`config.mk`:
```
export PLATFORM = sky130hd
export DESIGN_NAME = alu_control_mc
export DESIGN_NICKNAME = d
export VERILOG_FILES = /design/src/rtl/alu_control_mc.sv
export SDC_FILE = /design/constraint.sdc
export NUM_CORES = 1
export LEC_CHECK = 0
export CAP_MARGIN = 20
export CORE_MARGIN = 2
export CORE_UTILIZATION = 30
export DETAILED_ROUTE_END_ITERATION = 8
export DONT_BUFFER_PORTS = 1
export PLACE_DENSITY = 0.48
export SLEW_MARGIN = 5
export SYNTH_ARGS = -nofsm -noshare
export SYNTH_HDL_FRONTEND = slang
export SYNTH_SLANG_ARGS = --single-unit
```
`constraint.sdc`:
```
create_clock -name clk -period 1.55 [get_ports clk]
set_clock_uncertainty 0.2 [all_clocks]
set_input_delay 0.31 -clock clk [delete_from_list [all_inputs] [get_ports clk]]
set_output_delay 0.31 -clock clk [all_outputs]
set_load 0.005 [all_outputs]
```
`src/rtl/alu_control_mc.sv`:
```
// -----------------------------------------------------------------------------
// alu_control_mc
//   Registered ALU control unit for the execute stage. Decodes {ALUOp,
//   ALUFunction} into an ALU operation code, flags undecodable selectors and
//   sequences multi-cycle MULT/DIV operations. While a multi-cycle op runs,
//   busy stalls the issue stage. On completion, a HI/LO write-enable pulse is
//   produced.
//
// Ports:
//   clk          in   rising-edge clock
//   reset        in   synchronous, active-low reset
//   valid_i      in   decode request strobe (sampled only when not busy)
//   flush        in   abort in-flight multi-cycle op / drop current request
//   ALUOp        in   operation class from main control
//   ALUFunction  in   instruction funct field
//   ALUOperation out  registered ALU operation code
//   op_valid     out  one-cycle pulse: ALUOperation holds a completed result
//   busy         out  multi-cycle op in progress
//   hilo_we      out  one-cycle pulse with op_valid on MULT/DIV completion
//   illegal      out  one-cycle pulse with op_valid for undecodable selector
// -----------------------------------------------------------------------------
module alu_control_mc #(
  parameter int ALUOP_WIDTH  = 3,
  parameter int FUNCT_WIDTH  = 6,
  parameter int OPER_WIDTH   = 4,
  parameter int MULT_LATENCY = 4,
  parameter int DIV_LATENCY  = 32
) (
  input  logic                   clk,
  input  logic                   reset,
  input  logic                   valid_i,
  input  logic                   flush,
  input  logic [ALUOP_WIDTH-1:0] ALUOp,
  input  logic [FUNCT_WIDTH-1:0] ALUFunction,
  output logic [OPER_WIDTH-1:0]  ALUOperation,
  output logic                   op_valid,
  output logic                   busy,
  output logic                   hilo_we,
  output logic                   illegal
);

  localparam int MAX_LAT = (MULT_LATENCY > DIV_LATENCY) ? MULT_LATENCY : DIV_LATENCY;
  localparam int CNT_W   = (MAX_LAT > 1) ? $clog2(MAX_LAT) : 1;

  localparam logic [CNT_W-1:0] MULT_LOAD = CNT_W'(MULT_LATENCY - 1);
  localparam logic [CNT_W-1:0] DIV_LOAD  = CNT_W'(DIV_LATENCY - 1);

  // Operation codes
  localparam logic [3:0] OP_AND  = 4'b0000;
  localparam logic [3:0] OP_OR   = 4'b0001;
  localparam logic [3:0] OP_NOR  = 4'b0010;
  localparam logic [3:0] OP_ADD  = 4'b0011;
  localparam logic [3:0] OP_SLL  = 4'b0100;
  localparam logic [3:0] OP_SRL  = 4'b0101;
  localparam logic [3:0] OP_SUB  = 4'b0110;
  localparam logic [3:0] OP_SLT  = 4'b0111;
  localparam logic [3:0] OP_LUI  = 4'b1000;
  localparam logic [3:0] OP_MULT = 4'b1001;
  localparam logic [3:0] OP_DIV  = 4'b1010;
  localparam logic [3:0] OP_ILL  = 4'b1111;

  typedef enum logic {IDLE, RUN} state_t;

  typedef struct packed {
    logic       ill;
    logic [3:0] code;
  } dec_t;

  // Selector decode. Non-R-type classes ignore the funct field entirely.
  function automatic dec_t decode(input logic [ALUOP_WIDTH-1:0] op,
                                  input logic [FUNCT_WIDTH-1:0] fn);
    dec_t d;
    d.ill  = 1'b0;
    d.code = OP_ILL;
    case (op)
      ALUOP_WIDTH'(3'b111): begin
        case (fn)
          FUNCT_WIDTH'(6'b100100): d.code = OP_AND;
          FUNCT_WIDTH'(6'b100101): d.code = OP_OR;
          FUNCT_WIDTH'(6'b100111): d.code = OP_NOR;
          FUNCT_WIDTH'(6'b100000): d.code = OP_ADD;
          FUNCT_WIDTH'(6'b000000): d.code = OP_SLL;
          FUNCT_WIDTH'(6'b000010): d.code = OP_SRL;
          FUNCT_WIDTH'(6'b100010): d.code = OP_SUB;
          FUNCT_WIDTH'(6'b101010): d.code = OP_SLT;
          FUNCT_WIDTH'(6'b011000): d.code = OP_MULT;
          FUNCT_WIDTH'(6'b011010): d.code = OP_DIV;
          default:                 d.ill  = 1'b1;
        endcase
      end
      ALUOP_WIDTH'(3'b100): d.code = OP_ADD;  // ADDI
      ALUOP_WIDTH'(3'b101): d.code = OP_AND;  // ANDI
      ALUOP_WIDTH'(3'b110): d.code = OP_OR;   // ORI
      ALUOP_WIDTH'(3'b011): d.code = OP_LUI;  // LUI
      ALUOP_WIDTH'(3'b001): d.code = OP_SUB;  // BEQ/BNE
      ALUOP_WIDTH'(3'b000): d.code = OP_ADD;  // LW/SW
      default:              d.ill  = 1'b1;
    endcase
    return d;
  endfunction

  state_t                state_q, state_d;
  logic [CNT_W-1:0]      cnt_q, cnt_d;
  logic [OPER_WIDTH-1:0] oper_q, oper_d;
  logic                  op_valid_q, op_valid_d;
  logic                  hilo_we_q, hilo_we_d;
  logic                  illegal_q, illegal_d;
  dec_t                  dec;

  always_comb begin
    state_d    = state_q;
    cnt_d      = cnt_q;
    oper_d     = oper_q;
    op_valid_d = 1'b0;
    hilo_we_d  = 1'b0;
    illegal_d  = 1'b0;
    dec        = decode(ALUOp, ALUFunction);

    case (state_q)
      IDLE: begin
        // flush drops the request outright; nothing is registered.
        if (valid_i && !flush) begin
          oper_d = OPER_WIDTH'(dec.code);
          if (dec.code == OP_MULT || dec.code == OP_DIV) begin
            state_d = RUN;
            cnt_d   = (dec.code == OP_MULT) ? MULT_LOAD : DIV_LOAD;
          end else begin
            op_valid_d = 1'b1;
            illegal_d  = dec.ill;
          end
        end
      end
      RUN: begin
        if (flush) begin
          state_d = IDLE;
          cnt_d   = '0;
        end else if (cnt_q == '0) begin
          state_d    = IDLE;
          op_valid_d = 1'b1;
          hilo_we_d  = 1'b1;
        end else begin
          cnt_d = cnt_q - CNT_W'(1);
        end
      end
      default: state_d = IDLE;
    endcase
  end

  always_ff @(posedge clk) begin
    if (!reset) begin
      state_q    <= IDLE;
      cnt_q      <= '0;
      oper_q     <= OPER_WIDTH'(OP_ILL);
      op_valid_q <= 1'b0;
      hilo_we_q  <= 1'b0;
      illegal_q  <= 1'b0;
    end else begin
      state_q    <= state_d;
      cnt_q      <= cnt_d;
      oper_q     <= oper_d;
      op_valid_q <= op_valid_d;
      hilo_we_q  <= hilo_we_d;
      illegal_q  <= illegal_d;
    end
  end

  assign ALUOperation = oper_q;
  assign op_valid     = op_valid_q;
  assign busy         = (state_q == RUN);
  assign hilo_we      = hilo_we_q;
  assign illegal      = illegal_q;

endmodule

```
==> summary.md, run 1 <==
| Metric | Value |
|---|---|
| Pin count of the biggest net entering global routing | 12 |
| Final Max Slew Viols | 0 |
| Slew of the pin with the lowest slew margin | 0.428 ns |
| Total count of hold-check failures in the final report | 0 |
| Site Rows | 20 |
| Clock Power Share | 34.0% |
| Placement Cell Area | 1040 um2 |
| Number of detailed-route iterations in the first pass | 4 |
| Initial antenna violation count | 0 |
| Count of distinct cell types in the synthesized netlist | 44 |
| Worst Path Arrival | 1.47 ns |
| CTS tree | built |
| Slew Limit Headroom | 71.4% |
| Final setup violating endpoints | 0 |
| Worst path slowest cell | sky130_fd_sc_hd__dlygate4sd3_1 |
| Clock root cell | sky130_fd_sc_hd__clkbuf_4 |
| Overall die area | 3580 um2 |
| Post-route non-filler standard cell count | 160 |
| Yosys synthesis warning count | 0 |
| Initial standard-cell utilization of the core | 31.2% |
| Layout Area Growth over Synthesis | 20.5% |
| Wire per inst | 15.0 um |
| Number of design-rule violations left by the first detailed-router iteration | 19 |
| Net total in the final layout | 143 |
| Total length of routed met2 wires | 1100 um |
| CP endpoint kind | register |
| Number of nets still failing antenna checks after routing | 0 |
| Clock latency of the later-clocked register in the worst-skew pair | 0.29 ns |
| Number of CTS-inserted buffers | 3 |
| Power Density | 585 nW/um2 |
| Largest delay share family, worst path | buffers and inverters |
| Number of remaining DRC errors | 0 |
| Register-to-register path setup slack | 0.06 ns |
| Final weighted congestion in routability-driven placement | 0.849 |
| Combinational power share | 13.3% |
| Width of the chip | 59.9 um |
| Io pins | 21 |
| Critical path type | input pin to register |
| Post-synth EDFFs | 0 |
| Count of inserted antenna diode cells | 0 |
| DPL Wire Length | 1740 um |
| Flip-flop and latch count after synthesis | 13 |
| Num Clock Sinks | 13 |
| Setup fix buffers added after clock tree synthesis | 0 |
| RSZ-0062 raised after global routing | true |
| Kind of launch point of the worst setup path | input pin |
| Final WL | 2400 um |
| Sum of met3 wire segment lengths after detailed routing | 151 um |
| Switching Share | 26.1% |
| Leading register cell type out of synthesis | sky130_fd_sc_hd__dfxtp_1 |
| Highest cell delay on the worst timing path | 0.80 ns |
| Number of global-route vias before repair | 822 |
| Top achievable clock speed | 0.673 GHz |
| Total routing resource utilization after global routing | 15.0% |
| Least setup slack across all paths after layout | 0.0650 ns |
| Status | completed |
| Vias post-DR | 866 |
| Average footprint of a synthesized cell | 8.28 um2 |
| Switching power | 0.000172 W |
| Required arrival time at the worst endpoint | 1.54 ns |
| Layout Utilization | 37.5% |
| Total core area | 3000 um2 |
| Worst-path fanout max | 10 |
| Global-route wire length before repair | 3880 um |
| Mapped Nets | 128 |
| Post-detailed-route via-to-cell ratio | 5.41 |
| Reg clk slew, reported paths | 0.08 ns |
| Total instance count after detailed placement | 153 |
| Die span in y | 59.9 um |
| Maximum level of the CTS H-tree | 1 |
| Most common cell after layout, fill and taps aside | sky130_fd_sc_hd__buf_4 |
| Highest metal layer used by the detailed router | met4 |
| Met1 layer wirelength in the final routing | 1110 um |
| GRT Residual Overflow | 0 |
| Proportion of synthesized flip-flops having asynchronous set or reset | 0% |
| Number of buffer cells added on primary ports | 0 |
| Max rail drop VDD | 0.000288 V |
| Sequence of cells on the critical path | dlygate4sd3_1, o21ai_0, a31o_1 |
| Synthesized cell area | 936 um2 |
| CP Buf/Inv Count | 1 |
| Class of the tightest hold or removal check | input pin to register |
| Fraction of final layout cells sized beyond drive strength 1 | 30.7% |
| Worst slack after detailed placement | -0.0889 ns |
| Portion of total power attributed to sequential cells | 52.7% |
| Internal | 0.000487 W |
| Leakage power | 0.433 nW |
| Sequential element share of the synthesized area | 27.8% |
| Gate count of the mapped netlist | 113 |
| Final worst-path cycle share | 95.8% |
| Max-capacitance violation count | 0 |
| Commonest cells after routing, fill and taps aside | sky130_fd_sc_hd__buf_4, sky130_fd_sc_hd__nor2_1, sky130_fd_sc_hd__dfxtp_1 |
| Summed area of non-filler cells in the final layout | 1130 um2 |
| Maximum number of buffers from clock root to sink | 2 |
| Post-route minimum period | 1.49 ns |
flip-flops by register name, summed over array words and instances (netlist names):
| signal | flops |
|---|---|
| cnt_q | 5 |
| illegal | 1 |
| hilo_we | 1 |
| op_valid | 1 |
| busy | 1 |
| ALUOperation | 4 |
final cells by class:
cell class                 instances  area [um2]
fill                             303        1880
sequential                        13         264
inverter                           5        18.8
timing repair buffer              17         135
clock inverter                     1        5.00
multi-input combinational         88         641
tap                               33        41.3
clock buffer                       3        22.5
power groups by stage:
stage          Clock (W)  Combinational (W)  Sequential, W
3_5_place_dp           0          0.0000768       0.000355
4_1_cts         0.000234          0.0000857       0.000348
3_3_place_gp           0          0.0000759       0.000356
2_1_floorplan          0          0.0000912       0.000354
5_1_grt         0.000261          0.0000975       0.000349
6_report        0.000224          0.0000878       0.000347
Yosys cell counts, types with 2 or more instances:
library cell                 n  area share, %
sky130_fd_sc_hd__dfxtp_1    13             28
sky130_fd_sc_hd__nor2_1     13            5.2
sky130_fd_sc_hd__a21oi_1     8            4.3
sky130_fd_sc_hd__nand2_1     7            2.8
sky130_fd_sc_hd__o21ai_0     7            3.7
sky130_fd_sc_hd__inv_1       5            2.0
sky130_fd_sc_hd__o21ai_1     5            2.7
sky130_fd_sc_hd__and3_1      3            2.0
sky130_fd_sc_hd__nand3b_1    3            2.4
sky130_fd_sc_hd__nand4_1     3            2.0
sky130_fd_sc_hd__xnor2_1     3            2.8
sky130_fd_sc_hd__a31oi_1     2            1.3
sky130_fd_sc_hd__buf_4       2            1.6
sky130_fd_sc_hd__buf_6       2            2.4
sky130_fd_sc_hd__clkbuf_1    2           0.80
sky130_fd_sc_hd__ha_1        2            2.7
sky130_fd_sc_hd__nor2b_1     2            1.3
sky130_fd_sc_hd__nor3_1      2            1.1
sky130_fd_sc_hd__nor3b_1     2            1.6
sky130_fd_sc_hd__o2111ai_1   2            1.9
sky130_fd_sc_hd__o21a_1      2            1.6
repair_timing:
item	4_1_cts	5_1_grt
endpoints found under the hold margin	12	1
gates resized for setup	0	10
endpoints found under the setup margin	0	6
hold buffers	2	1
cells by family after synthesis:
| group | Yosys count | share of synthesized area, % |
|---|---|---|
| fa+ha+maj | 2 | 2.67 |
| flops | 13 | 27.8 |
| simple gates | 44 | 30.2 |
| xor+xnor | 3 | 2.81 |
| buf+inv | 12 | 7.62 |
| compound gates | 39 | 28.9 |
metal layers:
layer	vias up	track usage [%]
li1	450	-
met1	393	19.1
met2	18	22.4
met3	5	5.84
met4	0	6.67
met5	-	0
stage by stage:
step,hold slack (ns),TNS [ns],total power (W)
2_1_floorplan,0.244,-0.201,0.000445
3_3_place_gp,0.203,-0.0948,0.000432
3_5_place_dp,0.210,-0.122,0.000432
4_1_cts,0.00386,0,0.000668
5_1_grt,0.0147,-0.0385,0.000707
6_report,0.0159,0,0.000659
path summary, 6_finish.rpt:
kind,start,end,depth (start not counted)
max reg2reg,cnt_q[1],cnt_q[3],7
min reg2reg,cnt_q[4],cnt_q[4],2
min,reset,cnt_q[4],2
max,reset,ALUOperation[3],3
No activity file was read; power rests on OpenSTA's default activity.
==> inputs of run 2 (changes only) <==
--- a/config.mk
+++ b/config.mk
@@ -6,11 +6,13 @@
 export NUM_CORES = 1
 export LEC_CHECK = 0
 export CAP_MARGIN = 20
+export CELL_PAD_IN_SITES_DETAIL_PLACEMENT = 0
+export CELL_PAD_IN_SITES_GLOBAL_PLACEMENT = 1
 export CORE_MARGIN = 2
 export CORE_UTILIZATION = 30
 export DETAILED_ROUTE_END_ITERATION = 8
 export DONT_BUFFER_PORTS = 1
-export PLACE_DENSITY = 0.48
+export PLACE_DENSITY = 0.6
 export SLEW_MARGIN = 5
 export SYNTH_ARGS = -nofsm -noshare
 export SYNTH_HDL_FRONTEND = slang
==> run 2 against run 1 <==
  * Power decreased by 0.76%
  * Sequential power about the same
  * Fmax increased by 1.3%
  * Via count increased by 0.69%
  * First-iteration DRC count decreased by 42%
  * Combinational power decreased by 2.3%
  * Sequential cell count unchanged
  * Core utilization decreased by 0.46 points
  * Global-route usage decreased by 0.53 points
  * Highest routed layer unchanged
==> summary.md, run 2 (synthesis gave the netlist of run 1 again) <==
| Metric | Value |
|---|---|
| Initial standard-cell utilization of the core | 31.2% (unchanged) |
| Number of CTS-inserted buffers | 3 (unchanged) |
| Post-route minimum period | 1.47 ns (-0.0197 ns) |
| Setup fix buffers added after clock tree synthesis | 0 (unchanged) |
| Layout Utilization | 37.1% (-0.46 points) |
| Final Max Slew Viols | 0 (unchanged) |
| Least setup slack across all paths after layout | 0.0847 ns (+0.0197 ns) |
| Wire per inst | 15.1 um (+0.67%) |
| Number of remaining DRC errors | 0 (unchanged) |
| Worst path slowest cell | sky130_fd_sc_hd__dfxtp_2 |
| GRT Residual Overflow | 0 (unchanged) |
| CP Buf/Inv Count | 1 (unchanged) |
| Vias post-DR | 872 (+0.69%) |
| Leakage power | 0.427 nW (-1.4%) |
| Fill count | 315 (+4.0%) |
| Initial antenna violation count | 0 (unchanged) |
| Combinational power share | 13.1% (-0.2 points) |
| Worst Path Arrival | 1.49 ns (+0.02 ns) |
| Commonest cells after routing, fill and taps aside | sky130_fd_sc_hd__buf_4, sky130_fd_sc_hd__dfxtp_1, sky130_fd_sc_hd__nor2_1 |
| Count of inserted antenna diode cells | 0 (unchanged) |
| Overall die area | 3580 um2 (unchanged) |
| Portion of total power attributed to sequential cells | 53.1% (+0.4 points) |
| Critical path type | register to register |
| Register ranked first by flip-flop count | cnt_q |
| Pin count of the biggest net entering global routing | 12 (unchanged) |
| Highest cell delay on the worst timing path | 0.33 ns (-0.47 ns) |
| Most common cell after layout, fill and taps aside | sky130_fd_sc_hd__buf_4 |
| Io pins | 21 (unchanged) |
| Global-route wire length before repair | 3820 um (-1.4%) |
| Max-capacitance violation count | 0 (unchanged) |
| Largest delay share family, worst path | compound AO/OA/AOI/OAI gates |
| Maximum number of buffers from clock root to sink | 2 (unchanged) |
| Class of the tightest hold or removal check | input pin to register |
| Final worst-path cycle share | 94.5% (-1.3 points) |
| Internal | 0.000486 W (-0.26%) |
| Slew Limit Headroom | 74.5% (+3.1 points) |
| Net total in the final layout | 142 (-0.70%) |
| Required arrival time at the worst endpoint | 1.57 ns (+0.03 ns) |
| Max rail drop VDD | 0.000341 V (+18%) |
| Number of detailed-route iterations in the first pass | 4 (unchanged) |
| Clock root cell | sky130_fd_sc_hd__clkbuf_4 |
| Maximum level of the CTS H-tree | 1 (unchanged) |
| Final WL | 2400 um (about the same) |
| Power Density | 588 nW/um2 (+0.47%) |
| Post-detailed-route via-to-cell ratio | 5.48 (+1.3%) |
| Sequence of cells on the critical path | inv_2, ha_1, nand3b_1, o21a_1, nor2_4, o211ai_2, o21ai_1 |
| Num Clock Sinks | 13 (unchanged) |
| Clock latency of the later-clocked register in the worst-skew pair | 0.28 ns (about the same) |
| Min Hold Slack | 0.0212 ns (+0.00526 ns) |
| Summed area of non-filler cells in the final layout | 1110 um2 (-1.2%) |
| Die span in y | 59.9 um (unchanged) |
| Width of the chip | 59.9 um (unchanged) |
| Switching Share | 25.7% (-0.37 points) |
| Status | completed |
| Number of design-rule violations left by the first detailed-router iteration | 11 (-8) |
| Number of buffer cells added on primary ports | 0 (unchanged) |
| Reg clk slew, reported paths | 0.09 ns (about the same) |
| Total core area | 3000 um2 (unchanged) |
| Fraction of final layout cells sized beyond drive strength 1 | 30.2% (-0.55 points) |
| DPL Wire Length | 1680 um (-2.9%) |
| Slew of the pin with the lowest slew margin | 0.381 ns (-0.0466 ns) |
| Layout Area Growth over Synthesis | 19.0% |
| CTS tree | built |
| Kind of launch point of the worst setup path | register |
| Worst slack after detailed placement | -0.0957 ns (-0.00686 ns) |
| Worst-path fanout max | 4 (-6) |
| Placement Cell Area | 1030 um2 (-0.72%) |
| Clock Power Share | 33.8% (-0.2 points) |
| Final weighted congestion in routability-driven placement | 0.889 (+4.6%) |
| Post-route non-filler standard cell count | 159 (-0.63%) |
| Total routing resource utilization after global routing | 14.5% (-0.53 points) |
| Number of nets still failing antenna checks after routing | 0 (unchanged) |
| Site Rows | 20 (unchanged) |
| Number of global-route vias before repair | 851 (+3.5%) |
| Total count of hold-check failures in the final report | 0 (unchanged) |
| RSZ-0062 raised after global routing | true |
| Total instance count after detailed placement | 152 (-0.65%) |
| Final setup violating endpoints | 0 (unchanged) |
| CP endpoint kind | register |
| Number of flip-flops in the largest register | 5 (unchanged) |
| Switching power | 0.000168 W (-2.2%) |
| Top achievable clock speed | 0.682 GHz (+1.3%) |
run 2: cell types whose count changed in the layout (fill, tap and decap cells not counted), sizes merged:
cell and change:
buf -1
run 2: path summary, 6_finish.rpt:
| path | slack (ns) | cells past startpoint | from | to |
|---|---|---|---|---|
| min reg2reg | 0.28 | 2 | cnt_q[1] | cnt_q[1] |
| max reg2reg | 0.08 | 7 | cnt_q[1] | cnt_q[3] |
| min | 0.02 | 2 | ALUOp[2] | ALUOperation[3] |
| max | 0.08 | 7 | cnt_q[1] | cnt_q[3] |
run 2: final cells by class:
cell class	count	area, um2	share of cell area [%]
well taps	33	41.3	3.71
flip-flops and latches	13	263	23.6
multi-input cells	88	632	56.7
inverters	5	18.8	1.69
repair buffers	16	131	11.8
clock buffers	3	22.5	2.02
clock inverters	1	5.00	0.449
run 2: power by group through the flow:
stage | logic [W] | clock network, W | registers (W)
after CTS | 0.0000837 | 0.000229 | 0.000348
after global routing | 0.0000951 | 0.000253 | 0.000349
final | 0.0000858 | 0.000221 | 0.000347
after detailed placement | 0.0000753 | 0 | 0.000356
after global placement | 0.0000756 | 0 | 0.000356
after floorplan | 0.0000912 | 0 | 0.000354
run 2: layer usage:
layer / GRT usage (%) / wire length [um] / vias up / part of all wire (%)
li1: - / - / 444 / -
met1: 15.8 / 1020 / 398 / 42
met2: 23.9 / 1190 / 24 / 49
met3: 7.79 / 171 / 6 / 7.1
met4: 4.76 / 23 / 0 / 0.96
met5: 0 / 0 / - / 0
run 2: repair_timing:
item,CTS,global route
setup endpoints to repair,0,5
gates resized for setup,0,10
hold buffers,2,1
hold endpoints to repair,12,1
run 2: per-stage QoR:
stage	power [W]	TNS, ns
after global placement	0.000431	-0.0969
after global routing	0.000697	-0.0405
final	0.000654	0
after CTS	0.000660	0
after detailed placement	0.000431	-0.133
after floorplan	0.000445	-0.201
==> inputs of run 3 (changes only) <==
==> constraint.sdc (replaced) <==
create_clock -name clk -period 1.27 [get_ports clk]
set_clock_uncertainty 0.2 [all_clocks]
set_input_delay 0.254 -clock clk [delete_from_list [all_inputs] [get_ports clk]]
set_output_delay 0.254 -clock clk [all_outputs]
set_load 0.005 [all_outputs]
==> run 3 against run 2 <==
  * The run now ends with hold timing, setup timing left
  * Largest power group unchanged
  * Cell area up 14%
  * Critical path depth unchanged
  * Clock-buffer cell count up 1
  * Combinational power up 48%
  * Global-route usage down 0.11 points
  * Sequential share of layout area down 2.5 points
==> summary.md, run 3 (synthesis gave the netlist of run 1 again) <==
| Metric | Value |
|---|---|
| Combined flip-flop and latch cell area | 267 um2 (+1.4%) |
| Summed area of non-filler cells in the final layout | 1270 um2 (+14%) |
| Post-detailed-route via-to-cell ratio | 5.50 (+0.23%) |
| Fraction of final layout cells sized beyond drive strength 1 | 46.3% (+16 points) |
| Total count of hold-check failures in the final report | 11 (+11) |
| Layout Area Growth over Synthesis | 35.3% |
| Highest cell delay on the worst timing path | 0.33 ns (about the same) |
| Layout Utilization | 42.2% (+5.1 points) |
| Final setup violating endpoints | 12 (+12) |
| Required arrival time at the worst endpoint | 1.27 ns (-0.30 ns) |
| Status | finished with violations |
| Startpoint of the most critical setup path | cnt_q[0] |
| CP endpoint kind | register |
| Initial antenna violation count | 0 (unchanged) |
| CTS tree | built |
| Worst path slowest cell | sky130_fd_sc_hd__dfxtp_2 |
| Fill count | 316 (+0.32%) |
| Max rail drop VDD | 0.000172 V (-50%) |
| Post-route non-filler standard cell count | 167 (+5.0%) |
| Register ranked first by flip-flop count | cnt_q |
| Class of the tightest hold or removal check | input pin to register |
| Number of CTS-inserted buffers | 3 (unchanged) |
| Placement Cell Area | 1100 um2 (+6.2%) |
| Net total in the final layout | 150 (+5.6%) |
| Top achievable clock speed | 0.663 GHz (-2.9%) |
| Pin count of the biggest net entering global routing | 16 (+4) |
| Sequence of cells on the critical path | inv_2, ha_4, nand3b_1, o21a_1, nor2_4, o211ai_2, o21ai_1 |
| Slew Limit Headroom | 68.5% (-6.0 points) |
| Post-route minimum period | 1.51 ns (+0.0432 ns) |
| Area occupied by multi-input gates | 721 um2 (+14%) |
| Site Rows | 20 (unchanged) |
| Final WL | 2440 um (+1.5%) |
| Maximum level of the CTS H-tree | 1 (unchanged) |
| RSZ-0062 raised after global routing | true |
| Wire per inst | 14.6 um (-3.4%) |
| Die span in y | 59.9 um (unchanged) |
| Min Hold Slack | -0.144 ns (-0.166 ns) |
| Num Clock Sinks | 13 (unchanged) |
| Number of global-route vias before repair | 895 (+5.2%) |
| Final worst-path cycle share | 119% (+24 points) |
| Total routing resource utilization after global routing | 14.4% (-0.11 points) |
| Hold-fix buffers at CTS | 3 (+1) |
| Leakage power | 0.477 nW (+12%) |
| Reg clk slew, reported paths | 0.09 ns (about the same) |
| Number of remaining DRC errors | 0 (unchanged) |
| Least setup slack across all paths after layout | -0.239 ns (-0.323 ns) |
| Slew of the pin with the lowest slew margin | 0.467 ns (+0.0862 ns) |
| Max-capacitance violation count | 0 (unchanged) |
| Initial standard-cell utilization of the core | 31.2% (unchanged) |
| Vias post-DR | 918 (+5.3%) |
| Global-route wire length before repair | 3910 um (+2.2%) |
| Number of design-rule violations left by the first detailed-router iteration | 31 (+20) |
| GRT Residual Overflow | 0 (unchanged) |
| Final Max Slew Viols | 0 (unchanged) |
| Origin of the critical flop-to-flop path | cnt_q[0] |
| Total instance count after detailed placement | 157 (+3.3%) |
| Clock latency of the later-clocked register in the worst-skew pair | 0.27 ns (about the same) |
| Worst-path fanout max | 4 (unchanged) |
| Critical path type | register to register |
| Worst Path Arrival | 1.51 ns (+0.02 ns) |
| Min-Delay Startpoint | reset |
| Number of flip-flops in the largest register | 5 (unchanged) |
| Number of nets still failing antenna checks after routing | 0 (unchanged) |
| Power Density | 632 nW/um2 (+7.6%) |
| Total core area | 3000 um2 (unchanged) |
| Worst slack after detailed placement | -0.323 ns (-0.227 ns) |
| CP Buf/Inv Count | 1 (unchanged) |
| Count of inserted antenna diode cells | 0 (unchanged) |
| Failing checks | hold timing, setup timing |
| Kind of launch point of the worst setup path | register |
| DPL Wire Length | 1780 um (+5.9%) |
| Clock root cell | sky130_fd_sc_hd__clkbuf_4 |
| Number of buffer cells added on primary ports | 0 (unchanged) |
| Width of the chip | 59.9 um (unchanged) |
| Number of detailed-route iterations in the first pass | 4 (unchanged) |
| Largest delay share family, worst path | compound AO/OA/AOI/OAI gates |
| Final weighted congestion in routability-driven placement | 0.788 (-11%) |
| Io pins | 21 (unchanged) |
| Commonest cells after routing, fill and taps aside | sky130_fd_sc_hd__buf_4, sky130_fd_sc_hd__dfxtp_1, sky130_fd_sc_hd__nor2_1 |
| Overall die area | 3580 um2 (unchanged) |
| Most common cell after layout, fill and taps aside | sky130_fd_sc_hd__buf_4 |
| Maximum number of buffers from clock root to sink | 2 (unchanged) |
## run 3: changes by cell type in the layout (fill, tap and decap cells not counted), sizes merged
cell and delta:
clkbuf +1, buf +8, clkinv -1
## run 3: per-layer routing
layer / GRT usage, % / routed length [um] / up-vias
met5: 0 / 0 / -
met4: 6.67 / 29 / 0
met3: 2.16 / 106 / 2
met2: 24.2 / 1140 / 17
met1: 17.9 / 1160 / 439
li1: - / - / 460
## run 3: final cells by class
type	instances	share of cell area, %
Multi-Input combinational cell	88	56.9
Sequential cell	13	21.0
Timing Repair Buffer	24	15.2
Tap cell	33	3.26
Clock buffer	4	2.08
Inverter	5	1.48
## run 3: power breakdown
part / switching, W / leakage, nW / internal [W]
combinational: 0.0000546 / 0.354 / 0.0000725
clock: 0.000130 / 0.0150 / 0.000121
sequential: 0.00000708 / 0.107 / 0.000415
## run 3: worst paths after layout
kind	depth (start not counted)	end	slack, ns
max reg2reg	7	cnt_q[3]	-0.24
min reg2reg	2	ALUOperation[1]	0.37
max	7	cnt_q[3]	-0.24
min	1	ALUOperation[0]	-0.14
## run 3: timing repair
item / 4_1_cts / 5_1_grt
buffers inserted: 2 / 2
resized for setup: 13 / 13
hold endpoints to repair: 12 / 11
cloned: 0 / 1
pin swaps: 6 / 10
endpoints found under the setup margin: 13 / 14
## run 3: per-stage QoR
stage          power, W  setup TNS (ns)
4_1_cts        0.000798           -1.20
6_report       0.000801           -1.53
3_5_place_dp   0.000532           -2.34
2_1_floorplan  0.000551           -1.98
5_1_grt        0.000859           -2.24
3_3_place_gp   0.000532           -2.29
